===== config.mk =====
export PLATFORM = sky130hd
export DESIGN_NAME = noc_endpoint_ni_flat
export DESIGN_NICKNAME = d
export VERILOG_FILES = /design/src/rtl/noc_pkg.sv /design/src/rtl/noc_endpoint_ni_if.sv /design/src/rtl/ni_eject_fifo.sv /design/src/rtl/noc_endpoint_ni.sv /design/src/flat_wrapper.sv
export SDC_FILE = /design/constraint.sdc
export NUM_CORES = 1
export LEC_CHECK = 0
export CORE_MARGIN = 2
export CORE_UTILIZATION = 50
export CTS_BUF_LIST = sky130_fd_sc_hd__clkbuf_8
export DETAILED_ROUTE_END_ITERATION = 10
export PLACE_DENSITY = 0.77
export SLEW_MARGIN = 25
export SYNTH_ARGS = -nofsm -noshare
export SYNTH_HDL_FRONTEND = slang
export SYNTH_SLANG_ARGS = --single-unit

===== constraint.sdc =====
create_clock -name clk -period 3.1 [get_ports clk]
set_input_delay 0.62 -clock clk [delete_from_list [all_inputs] [get_ports clk]]
set_output_delay 0.62 -clock clk [all_outputs]
set_load 0.01 [all_outputs]

===== src/rtl/noc_pkg.sv =====
// Shared definitions for the mesh endpoint NI: flit type codes, head-flit field offsets
// and the TX/RX state encodings.
package noc_pkg;

   localparam logic [1:0] FLIT_BODY   = 2'b00;
   localparam logic [1:0] FLIT_TAIL   = 2'b01;
   localparam logic [1:0] FLIT_HEAD   = 2'b10;
   localparam logic [1:0] FLIT_SINGLE = 2'b11;

   localparam int LEN_W = 3;

   // Head layout: type at the top, then len/dy/dx packed from bit 0 upward.
   function automatic int type_lsb(input int ll);
      return ll - 2;
   endfunction

   function automatic int dy_lsb(input int mm);
      return mm;
   endfunction

   function automatic int len_lsb(input int mm);
      return 2 * mm;
   endfunction

   typedef enum logic [1:0] {TX_IDLE, TX_HEAD, TX_BODY} tx_state_t;
   typedef enum logic {RX_WAIT_HEAD, RX_IN_PKT} rx_state_t;

endpackage


===== src/rtl/noc_endpoint_ni_if.sv =====
// Core-side (cmd/tx/rx) and router-side (inj/ej) handshake bundle of the endpoint NI.
// slave is the NI's view, master is the environment (core + router) view.
interface noc_endpoint_ni_if #(
   parameter int LL = 16,
   parameter int MM = 2
);
   logic          cmd_valid;
   logic          cmd_ready;
   logic [MM-1:0] cmd_dx;
   logic [MM-1:0] cmd_dy;
   logic [2:0]    cmd_len;
   logic          tx_valid;
   logic          tx_ready;
   logic [LL-3:0] tx_data;
   logic [LL-1:0] inj_data;
   logic          inj_en;
   logic          inj_ready;
   logic [LL-1:0] ej_data;
   logic          ej_req;
   logic          ej_ans;
   logic          rx_valid;
   logic          rx_ready;
   logic [LL-3:0] rx_data;
   logic          rx_last;

   modport slave (
      input  cmd_valid, cmd_dx, cmd_dy, cmd_len, tx_valid, tx_data,
      input  inj_ready, ej_data, ej_req, rx_ready,
      output cmd_ready, tx_ready, inj_data, inj_en, ej_ans, rx_valid, rx_data, rx_last
   );

   modport master (
      output cmd_valid, cmd_dx, cmd_dy, cmd_len, tx_valid, tx_data,
      output inj_ready, ej_data, ej_req, rx_ready,
      input  cmd_ready, tx_ready, inj_data, inj_en, ej_ans, rx_valid, rx_data, rx_last
   );
endinterface


===== src/rtl/ni_eject_fifo.sv =====
// Synchronous DEPTH x W FIFO, data visible at the front while not empty (zero read latency).
// Writes while full and reads while empty are ignored; DEPTH must be a power of two.
module ni_eject_fifo #(
   parameter int W     = 16,
   parameter int DEPTH = 4
) (
   input  logic         clk,
   input  logic         reset,
   input  logic         wr_en,
   input  logic [W-1:0] wr_data,
   input  logic         rd_en,
   output logic [W-1:0] rd_data,
   output logic         full,
   output logic         empty
);
   localparam int AW = $clog2(DEPTH);

   logic [W-1:0] mem [DEPTH];
   logic [AW:0]  wptr;
   logic [AW:0]  rptr;

   // Extra MSB on each pointer separates full from empty when the indices coincide.
   assign full    = (wptr[AW] != rptr[AW]) && (wptr[AW-1:0] == rptr[AW-1:0]);
   assign empty   = (wptr == rptr);
   assign rd_data = mem[rptr[AW-1:0]];

   always_ff @(posedge clk) begin
      if (wr_en && !full) begin
         mem[wptr[AW-1:0]] <= wr_data;
      end
   end

   always_ff @(posedge clk) begin
      if (reset) begin
         wptr <= '0;
         rptr <= '0;
      end else begin
         if (wr_en && !full) begin
            wptr <= wptr + 1'b1;
         end
         if (rd_en && !empty) begin
            rptr <= rptr + 1'b1;
         end
      end
   end

endmodule


===== src/rtl/noc_endpoint_ni.sv =====
// Mesh endpoint NI: packetises core commands onto the router local input (head 1 cycle after cmd),
// and de-packetises ejected flits to the core; inj waits on inj_ready, eject stalls while the FIFO is full.
module noc_endpoint_ni
   import noc_pkg::*;
#(
   parameter int LL     = 16,
   parameter int MM     = 2,
   parameter int MAXLEN = 4,
   parameter int FDEPTH = 4
) (
   input  logic            clk,
   input  logic            reset,
   input  logic [MM-1:0]   my_x,
   input  logic [MM-1:0]   my_y,
   noc_endpoint_ni_if.slave ni,
   output logic            err_misroute
);
   localparam int          TL       = type_lsb(LL);
   localparam int          DY       = dy_lsb(MM);
   localparam int          LN       = len_lsb(MM);
   localparam logic [2:0]  MAXLEN_L = 3'(MAXLEN);

   // ---------------- TX ----------------
   tx_state_t     tx_state, tx_next;
   logic [2:0]    len_q, cnt_q, cmd_len_c;
   logic [LL-1:0] head_q, head_c;
   logic          body_last, body_xfer;

   always_comb begin
      cmd_len_c = (ni.cmd_len > MAXLEN_L) ? MAXLEN_L : ni.cmd_len;
      head_c = '0;
      head_c[TL +: 2]     = (cmd_len_c == 3'd0) ? FLIT_SINGLE : FLIT_HEAD;
      head_c[0 +: MM]     = ni.cmd_dx;
      head_c[DY +: MM]    = ni.cmd_dy;
      head_c[LN +: LEN_W] = cmd_len_c;
   end

   assign body_last = (cnt_q == len_q - 3'd1);
   assign body_xfer = (tx_state == TX_BODY) && ni.tx_valid && ni.inj_ready;

   always_ff @(posedge clk) begin
      if (reset) begin
         tx_state <= TX_IDLE;
      end else begin
         tx_state <= tx_next;
      end
   end

   // Body flits pass straight through, so stability under stall relies on the core holding tx_data.
   always_comb begin
      tx_next      = tx_state;
      ni.cmd_ready = 1'b0;
      ni.inj_en    = 1'b0;
      ni.inj_data  = '0;
      ni.tx_ready  = 1'b0;
      case (tx_state)
         TX_IDLE: begin
            ni.cmd_ready = 1'b1;
            if (ni.cmd_valid) begin
               tx_next = TX_HEAD;
            end
         end
         TX_HEAD: begin
            ni.inj_en   = 1'b1;
            ni.inj_data = head_q;
            if (ni.inj_ready) begin
               tx_next = (len_q == 3'd0) ? TX_IDLE : TX_BODY;
            end
         end
         TX_BODY: begin
            ni.inj_en   = ni.tx_valid;
            ni.tx_ready = ni.inj_ready;
            ni.inj_data = {(body_last ? FLIT_TAIL : FLIT_BODY), ni.tx_data};
            if (body_xfer && body_last) begin
               tx_next = TX_IDLE;
            end
         end
         default: tx_next = TX_IDLE;
      endcase
   end

   always_ff @(posedge clk) begin
      if (reset) begin
         len_q  <= '0;
         cnt_q  <= '0;
         head_q <= '0;
      end else if (tx_state == TX_IDLE && ni.cmd_valid) begin
         len_q  <= cmd_len_c;
         cnt_q  <= '0;
         head_q <= head_c;
      end else if (body_xfer) begin
         cnt_q <= cnt_q + 3'd1;
      end
   end

   // ---------------- RX ----------------
   rx_state_t     rx_state, rx_next;
   logic          ans_q, fifo_wr, fifo_rd, fifo_full, fifo_empty, err_set;
   logic [LL-1:0] front;
   logic [1:0]    front_type;

   // ans_q blocks the cycle right after an accept, when the router has not yet dropped its req.
   assign fifo_wr    = ni.ej_req && !fifo_full && !ans_q;
   assign ni.ej_ans  = ans_q;
   assign front_type = front[TL +: 2];

   always_ff @(posedge clk) begin
      if (reset) begin
         ans_q <= 1'b0;
      end else begin
         ans_q <= fifo_wr;
      end
   end

   ni_eject_fifo #(
      .W     (LL),
      .DEPTH (FDEPTH)
   ) u_eject_fifo (
      .clk     (clk),
      .reset   (reset),
      .wr_en   (fifo_wr),
      .wr_data (ni.ej_data),
      .rd_en   (fifo_rd),
      .rd_data (front),
      .full    (fifo_full),
      .empty   (fifo_empty)
   );

   always_ff @(posedge clk) begin
      if (reset) begin
         rx_state <= RX_WAIT_HEAD;
      end else begin
         rx_state <= rx_next;
      end
   end

   always_comb begin
      rx_next     = rx_state;
      fifo_rd     = 1'b0;
      err_set     = 1'b0;
      ni.rx_valid = 1'b0;
      ni.rx_last  = 1'b0;
      ni.rx_data  = front[LL-3:0];
      if (!fifo_empty) begin
         case (front_type)
            FLIT_HEAD, FLIT_SINGLE: begin
               fifo_rd = 1'b1;
               err_set = (front[0 +: MM] != my_x) || (front[DY +: MM] != my_y);
               rx_next = (front_type == FLIT_HEAD) ? RX_IN_PKT : RX_WAIT_HEAD;
            end
            default: begin
               if (rx_state == RX_WAIT_HEAD) begin
                  fifo_rd = 1'b1;
                  err_set = 1'b1;
               end else begin
                  ni.rx_valid = 1'b1;
                  ni.rx_last  = (front_type == FLIT_TAIL);
                  fifo_rd     = ni.rx_ready;
                  if (ni.rx_ready && front_type == FLIT_TAIL) begin
                     rx_next = RX_WAIT_HEAD;
                  end
               end
            end
         endcase
      end
   end

   always_ff @(posedge clk) begin
      if (reset) begin
         err_misroute <= 1'b0;
      end else if (err_set) begin
         err_misroute <= 1'b1;
      end
   end

endmodule

===== src/flat_wrapper.sv =====
// flat-port wrapper written by rule: the top's interface ports become plain ports
module noc_endpoint_ni_flat import noc_pkg::*;
#(
   parameter int LL     = 16,
   parameter int MM     = 2,
   parameter int MAXLEN = 4,
   parameter int FDEPTH = 4
)
  (clk, reset, my_x, my_y, err_misroute, ni_cmd_valid, ni_cmd_dx, ni_cmd_dy, ni_cmd_len, ni_tx_valid, ni_tx_data, ni_inj_ready, ni_ej_data, ni_ej_req, ni_rx_ready, ni_cmd_ready, ni_tx_ready, ni_inj_data, ni_inj_en, ni_ej_ans, ni_rx_valid, ni_rx_data, ni_rx_last);
  noc_endpoint_ni_if #(.LL(LL), .MM(MM)) ni_i ();
  input  logic clk;
  input  logic reset;
  input  logic [MM-1:0] my_x;
  input  logic [MM-1:0] my_y;
  output logic err_misroute;
  input wire logic [$bits(ni_i.cmd_valid)-1:0] ni_cmd_valid;
  input wire logic [$bits(ni_i.cmd_dx)-1:0] ni_cmd_dx;
  input wire logic [$bits(ni_i.cmd_dy)-1:0] ni_cmd_dy;
  input wire logic [$bits(ni_i.cmd_len)-1:0] ni_cmd_len;
  input wire logic [$bits(ni_i.tx_valid)-1:0] ni_tx_valid;
  input wire logic [$bits(ni_i.tx_data)-1:0] ni_tx_data;
  input wire logic [$bits(ni_i.inj_ready)-1:0] ni_inj_ready;
  input wire logic [$bits(ni_i.ej_data)-1:0] ni_ej_data;
  input wire logic [$bits(ni_i.ej_req)-1:0] ni_ej_req;
  input wire logic [$bits(ni_i.rx_ready)-1:0] ni_rx_ready;
  output wire logic [$bits(ni_i.cmd_ready)-1:0] ni_cmd_ready;
  output wire logic [$bits(ni_i.tx_ready)-1:0] ni_tx_ready;
  output wire logic [$bits(ni_i.inj_data)-1:0] ni_inj_data;
  output wire logic [$bits(ni_i.inj_en)-1:0] ni_inj_en;
  output wire logic [$bits(ni_i.ej_ans)-1:0] ni_ej_ans;
  output wire logic [$bits(ni_i.rx_valid)-1:0] ni_rx_valid;
  output wire logic [$bits(ni_i.rx_data)-1:0] ni_rx_data;
  output wire logic [$bits(ni_i.rx_last)-1:0] ni_rx_last;
  assign ni_i.cmd_valid = ni_cmd_valid;
  assign ni_i.cmd_dx = ni_cmd_dx;
  assign ni_i.cmd_dy = ni_cmd_dy;
  assign ni_i.cmd_len = ni_cmd_len;
  assign ni_i.tx_valid = ni_tx_valid;
  assign ni_i.tx_data = ni_tx_data;
  assign ni_i.inj_ready = ni_inj_ready;
  assign ni_i.ej_data = ni_ej_data;
  assign ni_i.ej_req = ni_ej_req;
  assign ni_i.rx_ready = ni_rx_ready;
  assign ni_cmd_ready = ni_i.cmd_ready;
  assign ni_tx_ready = ni_i.tx_ready;
  assign ni_inj_data = ni_i.inj_data;
  assign ni_inj_en = ni_i.inj_en;
  assign ni_ej_ans = ni_i.ej_ans;
  assign ni_rx_valid = ni_i.rx_valid;
  assign ni_rx_data = ni_i.rx_data;
  assign ni_rx_last = ni_i.rx_last;
  noc_endpoint_ni #(.LL(LL), .MM(MM), .MAXLEN(MAXLEN), .FDEPTH(FDEPTH)) u_core (.clk(clk), .reset(reset), .my_x(my_x), .my_y(my_y), .ni(ni_i), .err_misroute(err_misroute));
endmodule

Yosys cells after proc, flatten, opt, wreduce, memory -nomap -nowiden
Memory sizes are Yosys's and may differ from the RTL's. A register that Yosys moved wholly into a read port is not among the register bits.
Index checks and enable logic that the tools add are counted.
{"block": "totals", "regBits": 26, "mem_bits_rw": 64, "out_inout_bits": 37, "mem_count": 1}
{"name": "u_core.u_eject_fifo.mem", "words": 4, "width": 16, "rd": 1, "rd_ports_with_merged_regs": 1, "wr": 1, "line_no": "ni_eject_fifo.sv:18", "text": "logic [W-1:0] mem [DEPTH];"}
{"block": "op_classes", "n_addsub": 4, "magnitude_cmp": 1, "eq_ne": 14, "n_mux": 32, "reduce_logical": 20}
{"cell": "16-bit one-hot mux with 2 select lines", "n": 1}
{"cell": "1-bit two-way mux", "n": 22}
{"cell": "2-bit two-way mux", "n": 6}
{"cell": "1-bit logical AND", "n": 10}
{"cell": "3-bit by 1-bit adder with 3-bit output (second input constant)", "n": 3}
{"cell": "2-bit equality test (second input constant)", "n": 3}
{"cell": "3-bit equality test", "n": 2}
{"cell": "3-bit logical NOT", "n": 2}
{"cell": "2-bit != test (second input constant)", "n": 3}
{"cell": "2-bit one-hot mux with 3 select lines", "n": 1}
{"cell": "2-bit by 1-bit equality test with 1-bit output (second input constant)", "n": 2}
{"cell": "2-bit != test", "n": 2}
{"cell": "2-bit OR reduction", "n": 2}
{"cell": "3-bit greater-than comparator (second input constant)", "n": 1}
{"cell": "1-bit logical NOT", "n": 3}
{"cell": "3-bit two-way mux", "n": 1}
{"cell": "3-bit AND reduction", "n": 1}
{"cell": "3-bit by 1-bit subtractor with 3-bit output (second input constant)", "n": 1}
{"cell": "2-bit equality test", "n": 1}
{"cell": "2-bit logical NOT", "n": 1}
{"cell": "1-bit one-hot mux with 2 select lines", "n": 1}
{"cell": "1-bit logical OR", "n": 1}
{"cell": "1-bit != test", "n": 1}

Longest topological paths before layout
Gate-level depths: netlist of the first run.
{"block": "logic_depth", "depth_word": 8, "depth_mapped": 7, "depth_no_buf": 7}

By module
A second synthesis of the first run with hierarchy kept.
{"block": "hier_totals", "hier_cells": 288, "area_unflattened_um2": 3976.3}
{"mod": "ni_eject_fifo", "n_inst": 1, "cells_each": 152, "area_each_um2": 2885.3, "seq_area_each_um2": 2082.0}
{"mod": "noc_endpoint_ni", "n_inst": 1, "cells_each": 136, "area_each_um2": 1091.0, "seq_area_each_um2": 340.3}

Worst setup path after synthesis of the first run
No wires, ideal clock.
{"block": "synth_timing", "kind": "register to output", "startpoint": "reg with a tool-made name", "endpoint": "out ni_rx_last", "arrival_ns": 1.566, "required_ns": 2.480, "setup_slack_ns": 0.914, "stages_incl_launch_ff": 6, "n_path_buf": 1, "cell_sequence": "dfxtp_1 > buf_6 > mux4_2 > nand2b_1 > nor2_1 > and2_1"}
{"element": "to (decl)", "line_no": "flat_wrapper.sv:33", "text": "output wire logic [$bits(ni_i.rx_last)-1:0] ni_rx_last;"}

Worst setup path in the final report of the first run
{"block": "layout_timing", "startpoint": "reg u_core.len_q[0]", "endpoint": "out ni_inj_data[14]"}
{"block": "layout_between", "elab_chain_len": 4}
{"element": "from (decl)", "line_no": "noc_endpoint_ni.sv:25", "text": "logic [2:0] len_q, cnt_q, cmd_len_c;"}
{"element": "from (signal assigned)", "line_no": "noc_endpoint_ni.sv:88", "text": "len_q <= cmd_len_c;"}
{"element": "3-bit by 1-bit subtractor with 3-bit output", "line_no": "noc_endpoint_ni.sv:38", "text": "assign body_last = (cnt_q == len_q - 3'd1);"}
{"element": "3-bit equality test", "line_no": "noc_endpoint_ni.sv:38"}
{"element": "1-bit two-way mux", "line_no": "noc_endpoint_ni.sv:73", "text": "ni.inj_data = {(body_last ? FLIT_TAIL : FLIT_BODY), ni.tx_data};"}
{"element": "16-bit one-hot mux with 2 select lines", "line_no": "noc_endpoint_ni.sv:56", "text": "case (tx_state)"}
{"element": "to (decl)", "line_no": "flat_wrapper.sv:28", "text": "output wire logic [$bits(ni_i.inj_data)-1:0] ni_inj_data;"}
No other way between the ends.

==> flow_metrics.tcl, run 1 <==
set metrics [dict create \
    setup.worst_path.class "reg -> out" \
    io_buffers 84 \
    finClkSkew_ns 0.00647 \
    worstPathMaxFanout 4 \
    ys_ff_latch 89 \
    grt_pass1_wl_um 12200 \
    max_cap_violations 0 \
    clock_path_buffers 2 \
    antenna_found_initial 0 \
    async_reset_ff_frac 0 \
    period_share 0.952 \
    postSynthCellCount 262 \
    rsz0062_at_grt "no" \
    grt.overflow.total 0 \
    final.setup.tns_ns 0 \
    crit_top_cell "ha_1" \
    fillers 519 \
    hp-start "u_core.head_q[2]" \
    cp_slowest_cell "clkdlybuf4s50_1" \
    max_slew_margin 0.639 \
    finalMaxSlewViolations 0 \
    status "completed" \
    post_cts_resize_count 0 \
    finalHoldViolCount 0 \
    setup_viol 0 \
    dp_hpwl_um 5240 \
    clk_pin_slew_worst_paths_ns 0.09 \
    hp-class "reg -> reg" \
    leakage_uw 0.00171 \
    die_width_um 91.4 \
    layout-drive-gt1-share 0.120 \
    peakVddDrop_mv 0.401 \
    final_cell_mix "84 x clkdlybuf4s50_1, 64 x edfxtp_1, 24 x dfxtp_1" \
    syn_to_final_growth_pct 30.3 \
    routedWlPerCell_um 16.2 \
    hold_buffers 0 \
    arrival_ns 2.33 \
    clk_latency_ns 0.36 \
    reg2reg_to "u_core.err_misroute" \
    ys.warnings.count 0 \
    crit_end "ni_inj_data[14]" \
    period_minus_slack_ns 2.95 \
    firstDrtPassIters 4 \
    cp_cell_sequence "inv_1, ha_1, ha_1, xnor2_1, nor3_1, a22oi_1, nor2b_1, clkdlybuf4s50_1" \
    ioPinCount 85 \
    nets 414 \
    cts_root_buffer "clkbuf_8" \
    worst-path-stages 8 \
    worstMarginPinSlew_ns 0.542 \
    dieArea_sq_um 8350 \
    ant_nets 0 \
    cts_setup_buffers 0 \
    antenna_cells 0 \
    synth-edff-count 64 \
    cp-end-kind "primary output" \
    avgViaCountPerCell 5.25 \
    worst_r2r_path_depth 5 \
    crit_buf_inv 2 \
    p_per_area_nw_per_um2 655 \
    gp_congestion 0.829 \
    worst_slack_ns 0.150 \
    synth_fp_nets 322 \
    start_kind "flop" \
    drt-initial-drc-count 90 \
    grt_max_degree 19 \
    fp-row-count 31 \
    cp_top_family "buffers and inverters" \
    synth_cell_types 36 \
    synth_area_per_cell_sq_um 14.6 \
    htree_levels 3 \
    ys.flop_type "edfxtp_1" \
    cts_tree "yes" \
    core_region_area_sq_um 7330 \
    grt_pass1_vias 2457 \
    drt_wl_total_um 7410 \
    layout_commonest_cell "clkdlybuf4s50_1" \
    syn_area_sq_um 3820 \
    clock.fmax_mhz 339 \
    grt_usage 0.191 \
    cp.required_ns 2.48 \
    utilization 0.678 \
    crit_start "u_core.len_q[0]" \
    cpPeakStageDelay_ns 0.55 \
    regToRegSetupSlack_ns 1.12 \
    fp.dieH_um 91.4 \
    yosysSeqAreaShare 0.635 \
    numCtsBuffers 9 \
    cts.sinks 89 \
    start_util 0.521 \
    dpl_worst_slack_ns 0.493 \
    drc_errors 0 \
    vias 2405 \
]
==> flip-flops by register name, summed over array words and instances (netlist names), 2 cells and up, named ones only <==
register                  count
u_core.u_eject_fifo.rptr      3
u_core.cnt_q                  3
u_core.u_eject_fifo.wptr      3
u_core.u_eject_fifo.mem      64
u_core.tx_state               2
u_core.len_q                  2
u_core.head_q                 7
==> cells in the mapped netlist, types with 3 or more instances <==
master,n,area share
a21oi_1,14,0.018
nor2b_1,10,0.016
nand2_1,15,0.015
inv_1,11,0.011
nand2b_1,5,0.0082
nor3_1,6,0.0079
edfxtp_1,64,0.50
mux2i_1,5,0.013
a22oi_1,8,0.016
and2_1,14,0.023
nand3b_1,3,0.0059
ha_1,12,0.039
dfxtp_1,25,0.13
mux4_2,15,0.089
xor2_1,10,0.023
nor2_1,10,0.0098
xnor2_1,5,0.011
clkbuf_1,8,0.0079
==> final cells by class <==
class,instances,area [sq um],share of cell area
flip-flops and latches,89,2420,0.487
repair buffers,93,908,0.183
well taps,99,124,0.0249
clock inverters,7,56.3,0.0113
clock buffers,9,124,0.0249
multi-input cells,150,1300,0.261
inverters,11,41.3,0.00830
==> how the worst min path moves through the flow <==
stage,end,slack [ns],cells past startpoint
2_1_floorplan,u_core.head_q[15],0.43,2
3_3_place_gp,u_core.head_q[15],0.44,2
3_5_place_dp,u_core.head_q[2],0.45,2
4_1_cts,u_core.head_q[2],0.47,2
5_1_grt,u_core.head_q[2],0.48,2
6_report,u_core.head_q[2],0.46,2
==> kinds of logic (layout without fill, tap and decap cells) <==
family,count (synthesis),in the layout,share of synthesized area
AOI/OAI and AO/OA,31,31,0.0577
adders and majority gates,12,12,0.0393
and+or+nand+nor,71,71,0.0997
buffers and inverters,23,120,0.0256
DFF,89,89,0.635
xor gates and xnor gates,15,15,0.0344
muxes,21,21,0.109
==> through the flow <==
step                instances  instance area (sq um)  hold slack [ns]  total power, uW
floorplan                 262                   3820            0.432             2120
global placement          442                   4790            0.444             2560
detailed placement        442                   4790            0.455             2580
CTS                       458                   4970            0.468             3300
global route              458                   4970            0.485             3450
finish                    458                   4970            0.463             3260
==> where the power goes <==
part           switching [uW]  internal [uW]  leakage (uW)
Clock                     414            299     0.0000891
Sequential               58.2           1380      0.000790
Combinational             504            599      0.000835
Total                     976           2280       0.00171
==> tightest hold or removal path, delay by kind of cell, from the launching register on <==
kind / cells / cell delay, ns
DFF: 1 / 0.32
AOI/OAI and AO/OA: 1 / 0.05
and+or+nand+nor: 1 / 0.05
==> metal layers <==
layer	global-route usage	wire (um)	vias to the layer above
li1	-	-	1145
met2	0.329	3710	77
met1	0.227	3170	1170
met3	0.0415	373	13
met4	0.0909	156	0
met5	0	0	-
(Power assumes the default switching activity.)
==> run 2, diff against run 1 <==
--- a/config.mk
+++ b/config.mk
@@ -9,7 +9,7 @@
 export CORE_UTILIZATION = 50
 export CTS_BUF_LIST = sky130_fd_sc_hd__clkbuf_8
 export DETAILED_ROUTE_END_ITERATION = 10
-export PLACE_DENSITY = 0.77
+export PLACE_DENSITY_LB_ADDON = 0.3
 export SLEW_MARGIN = 25
 export SYNTH_ARGS = -nofsm -noshare
 export SYNTH_HDL_FRONTEND = slang
==> constraint.sdc (replaced) <==
create_clock -name clk -period 3.1 [get_ports clk]
set_input_delay 0.62 -clock clk [delete_from_list [all_inputs] [get_ports clk]]
set_output_delay 0.62 -clock clk [all_outputs]
set_load 0.05 [all_outputs]
==> flow_metrics.tcl, run 2 (synthesis results as in run 1) <==
set metrics [dict create \
    status "completed" \
    period_share 0.944 \
    routedWlPerCell_um 15.7 \
    start_util 0.521 \
    top_usage_layer "met2" \
    rsz0062_at_grt "no" \
    numCtsBuffers 9 \
    layout_commonest_cell "clkdlybuf4s50_1" \
    core_region_area_sq_um 7330 \
    grt_pass1_wl_um 11300 \
    drt-initial-drc-count 78 \
    gp_congestion 0.812 \
    p_per_area_nw_per_um2 729 \
    setup_viol 0 \
    dieArea_sq_um 8350 \
    clock.fmax_mhz 342 \
    finClkSkew_ns 0.00792 \
    cts_root_buffer "clkbuf_8" \
    ant_nets 0 \
    max_slew_margin 0.616 \
    avgViaCountPerCell 5.29 \
    antenna_found_initial 0 \
    firstDrtPassIters 4 \
    start_kind "flop" \
    cts.sinks 89 \
    use_met1 0.222 \
    largest_reg_flops 64 \
    finalMaxSlewViolations 0 \
    cp-end-kind "primary output" \
    drt_wl_total_um 7140 \
    final.setup.tns_ns 0 \
    final_cell_mix "65 x clkdlybuf4s50_1, 64 x edfxtp_1, 25 x dfxtp_1" \
    leakage_uw 0.00174 \
    cts_tree "yes" \
    io_buffers 84 \
    hp-class "reg -> reg" \
    fin_hold_ws_ns 0.471 \
    ioPinCount 85 \
    worst_slack_ns 0.173 \
    utilization 0.675 \
    die_width_um 91.4 \
    total_power_uw 3610 \
    grt_pass1_vias 2299 \
    grt_usage 0.178 \
    vias 2414 \
    grt_max_degree 19 \
    groute.layer.met3.usage 0.0390 \
    dpl_worst_slack_ns 0.363 \
    layout-drive-gt1-share 0.171 \
    clk_latency_ns 0.35 \
    clock_path_buffers 2 \
    grt.overflow.total 0 \
    worstMarginPinSlew_ns 0.575 \
    fp-row-count 31 \
    setup.worst_path.class "reg -> out" \
    nets 412 \
    drc_errors 0 \
    arrival_ns 2.31 \
    hold_buffers 0 \
    grt_util_met2 0.299 \
    period_minus_slack_ns 2.93 \
    antenna_cells 0 \
    worstPathMaxFanout 12 \
    finalHoldViolCount 0 \
    fp.dieH_um 91.4 \
    syn_to_final_growth_pct 29.7 \
    htree_levels 3 \
    peakVddDrop_mv 0.446 \
    cp.required_ns 2.48 \
    clk_pin_slew_worst_paths_ns 0.09 \
    max_cap_violations 0 \
    dp_hpwl_um 5050 \
]
[run 2: through the flow]
stage          area [sq um]  std cells
2_1_floorplan          3820        262
3_3_place_gp           4750        440
3_5_place_dp           4750        440
4_1_cts                4950        456
5_1_grt                4950        456
6_report               4950        456
[run 2: final timing paths]
check | slack, ns | startpoint | depth (start not counted) | endpoint
max | 0.17 | u_core.tx_state[1] | 5 | ni_inj_data[2]
min | 0.47 | u_core.head_q[0] | 2 | u_core.head_q[0]
max reg2reg | 1.04 | u_core.u_eject_fifo.wptr[0] | 4 | u_core.u_eject_fifo.mem[2][10]
min reg2reg | 0.47 | u_core.head_q[0] | 2 | u_core.head_q[0]
[run 2: where the power goes]
part	internal (uW)	total (uW)	leakage, uW	switching [uW]
combinational	554	1410	0.000852	853
clock	315	758	0.0000962	443
sequential	1380	1440	0.000790	59.3
[run 2: worst max-delay path, stage by stage, from the launching register on]
cell,delay (ns)
dfxtp_1,0.34
inv_1,0.10
ha_1,0.41
a22oi_1,0.15
nor2b_1,0.14
clkdlybuf4s50_1,0.81
[run 2: metal layers]
metal / up-vias / routed length (um)
met1: 1175 / 3190
met2: 77 / 3450
met5: - / 0
li1: 1153 / -
met3: 9 / 391
met4: 0 / 114
[run 2: what timing repair did]
| action | 4_1_cts | 5_1_grt |
|---|---|---|
| setup buffers | 0 | 0 |
| endpoints found under the setup margin | 0 | 8 |
| gates resized for setup | 0 | 1 |
[run 2: final cells by class]
| cell class | instances | area, sq um |
|---|---|---|
| flip-flops and latches | 89 | 2420 |
| fillers | 519 | 2380 |
| multi-input cells | 150 | 1300 |
| repair buffers | 91 | 871 |
| clock buffers | 9 | 124 |
| well taps | 99 | 124 |
| clock inverters | 7 | 67.6 |
| inverters | 11 | 41.3 |
==> run 3, diff against run 2 <==
==> constraint.sdc (replaced) <==
create_clock -name clk -period 3.5 [get_ports clk]
set_input_delay 0.7 -clock clk [delete_from_list [all_inputs] [get_ports clk]]
set_output_delay 0.7 -clock clk [all_outputs]
set_load 0.05 [all_outputs]
==> flow_metrics.tcl, run 3 (synthesis results as in run 1) <==
set metrics [dict create \
    status "completed" \
    peakVddDrop_mv 0.545 \
    htree_levels 3 \
    fp-row-count 31 \
    grt_pass1_vias 2390 \
    rsz0062_at_grt "no" \
    worstPathMaxFanout 4 \
    combPwrFrac 0.389 \
    max_cap_violations 0 \
    finalHoldViolCount 0 \
    arrival_ns 2.58 \
    gp_congestion 0.847 \
    firstDrtPassIters 4 \
    avgViaCountPerCell 5.19 \
    total_power_uw 3250 \
    ant_nets 0 \
    drt_wl_total_um 7190 \
    p_per_area_nw_per_um2 649 \
    drc_errors 0 \
    cp-end-kind "primary output" \
    layout_commonest_cell "clkdlybuf4s50_1" \
    numCtsBuffers 9 \
    period_minus_slack_ns 3.28 \
    min_to "u_core.head_q[0]" \
    syn_to_final_growth_pct 31.2 \
    max_slew_margin 0.648 \
    cp.required_ns 2.80 \
    r2r-start "u_core.u_eject_fifo.wptr[0]" \
    core_region_area_sq_um 7330 \
    dp_hpwl_um 5130 \
    layout-drive-gt1-share 0.120 \
    dieArea_sq_um 8350 \
    grt_usage 0.183 \
    power.share.switching 0.357 \
    ioPinCount 85 \
    vias 2371 \
    leakage_uw 0.00174 \
    reg2reg_to "u_core.u_eject_fifo.mem[0][12]" \
    post_cts_resize_count 0 \
    clock_path_buffers 2 \
    fillers 513 \
    clk_latency_ns 0.35 \
    finClkSkew_ns 0.00839 \
    grt_max_degree 27 \
    routedWlPerCell_um 15.7 \
    final.setup.tns_ns 0 \
    finalMaxSlewViolations 0 \
    register_area_sq_um 2420 \
    final_cell_mix "82 x clkdlybuf4s50_1, 64 x edfxtp_1, 25 x dfxtp_1" \
    multi_input_area_sq_um 1300 \
    internal_power_uw 2090 \
    power.switching_uw 1160 \
    hold_buffers 0 \
    nets 413 \
    cts_setup_buffers 0 \
    whs_path_depth 2 \
    clock.fmax_mhz 305 \
    fp.dieH_um 91.4 \
    hp-class "reg -> reg" \
    clk_pin_slew_worst_paths_ns 0.09 \
    die_width_um 91.4 \
    setup_viol 0 \
    cts_root_buffer "clkbuf_8" \
    largest_reg_flops 64 \
    io_buffers 84 \
    drt-initial-drc-count 72 \
    clkPwrFrac 0.215 \
    antenna_found_initial 0 \
    start_kind "flop" \
    period_share 0.937 \
    cts_tree "yes" \
    antenna_cells 0 \
    cts.sinks 89 \
    worstMarginPinSlew_ns 0.527 \
    grt.overflow.total 0 \
    start_util 0.521 \
    grt_pass1_wl_um 11800 \
    worst_r2r_path_depth 4 \
    hp-start "u_core.head_q[0]" \
    p_seq_frac 0.396 \
    setup.worst_path.class "reg -> out" \
    regToRegSetupSlack_ns 1.32 \
]
run 3: cell count changes in the layout (fill, tap and decap cells not counted), moves of 2 or more:
cell	before	now
buf_4	24	8
inv_8	3	1
clkdlybuf4s50_1	65	82
clkinv_4	1	3
run 3: power groups by stage:
stage	clock network (uW)	registers, uW	logic [uW]
global route	758	1300	1350
finish	700	1290	1260
detailed placement	0	1310	1270
floorplan	0	1310	893
global placement	0	1310	1260
CTS	721	1290	1280
run 3: worst max-delay path, stage by stage, from the launching register on:
cell,delay (ns)
dfxtp_1,0.39
inv_1,0.06
ha_1,0.19
ha_1,0.28
xnor2_1,0.14
nor3_1,0.14
a22oi_1,0.09
nor2b_1,0.14
clkdlybuf4s50_1,0.80
run 3: cell type report:
cell class,instances,area share
Multi-Input combinational cell,150,0.259
Clock buffer,9,0.0247
Sequential cell,89,0.484
Inverter,11,0.00824
Timing Repair Buffer,92,0.184
Clock inverter,7,0.0160
Tap cell,99,0.0247
run 3: how the worst max path moves through the flow:
stage | endpoint | startpoint
global placement | ni_inj_en | ni_tx_valid
CTS | ni_inj_data[14] | u_core.len_q[0]
finish | ni_inj_data[14] | u_core.len_q[0]
floorplan | ni_rx_last | flop
detailed placement | ni_inj_en | ni_tx_valid
global route | ni_inj_data[14] | u_core.len_q[0]
run 3: per-layer routing:
metal	global-route usage	wire length, um	part of all wire	vias to the layer above
met5	0	0	0	-
met4	0.0707	93	0.013	0
met3	0.0365	392	0.055	8
met2	0.307	3490	0.48	82
met1	0.235	3220	0.45	1130
li1	-	-	-	1151
run 3: through the flow:
step           hold slack [ns]  cells  setup slack [ns]  area [sq um]   util
2_1_floorplan            0.432    262             0.413          3820      -
3_3_place_gp             0.441    441             0.567          4800  0.655
3_5_place_dp             0.450    441             0.539          4800  0.655
4_1_cts                  0.462    457             0.209          5010  0.683
5_1_grt                  0.487    457            0.0509          5010  0.683
6_report                 0.460    457             0.222          5010  0.683
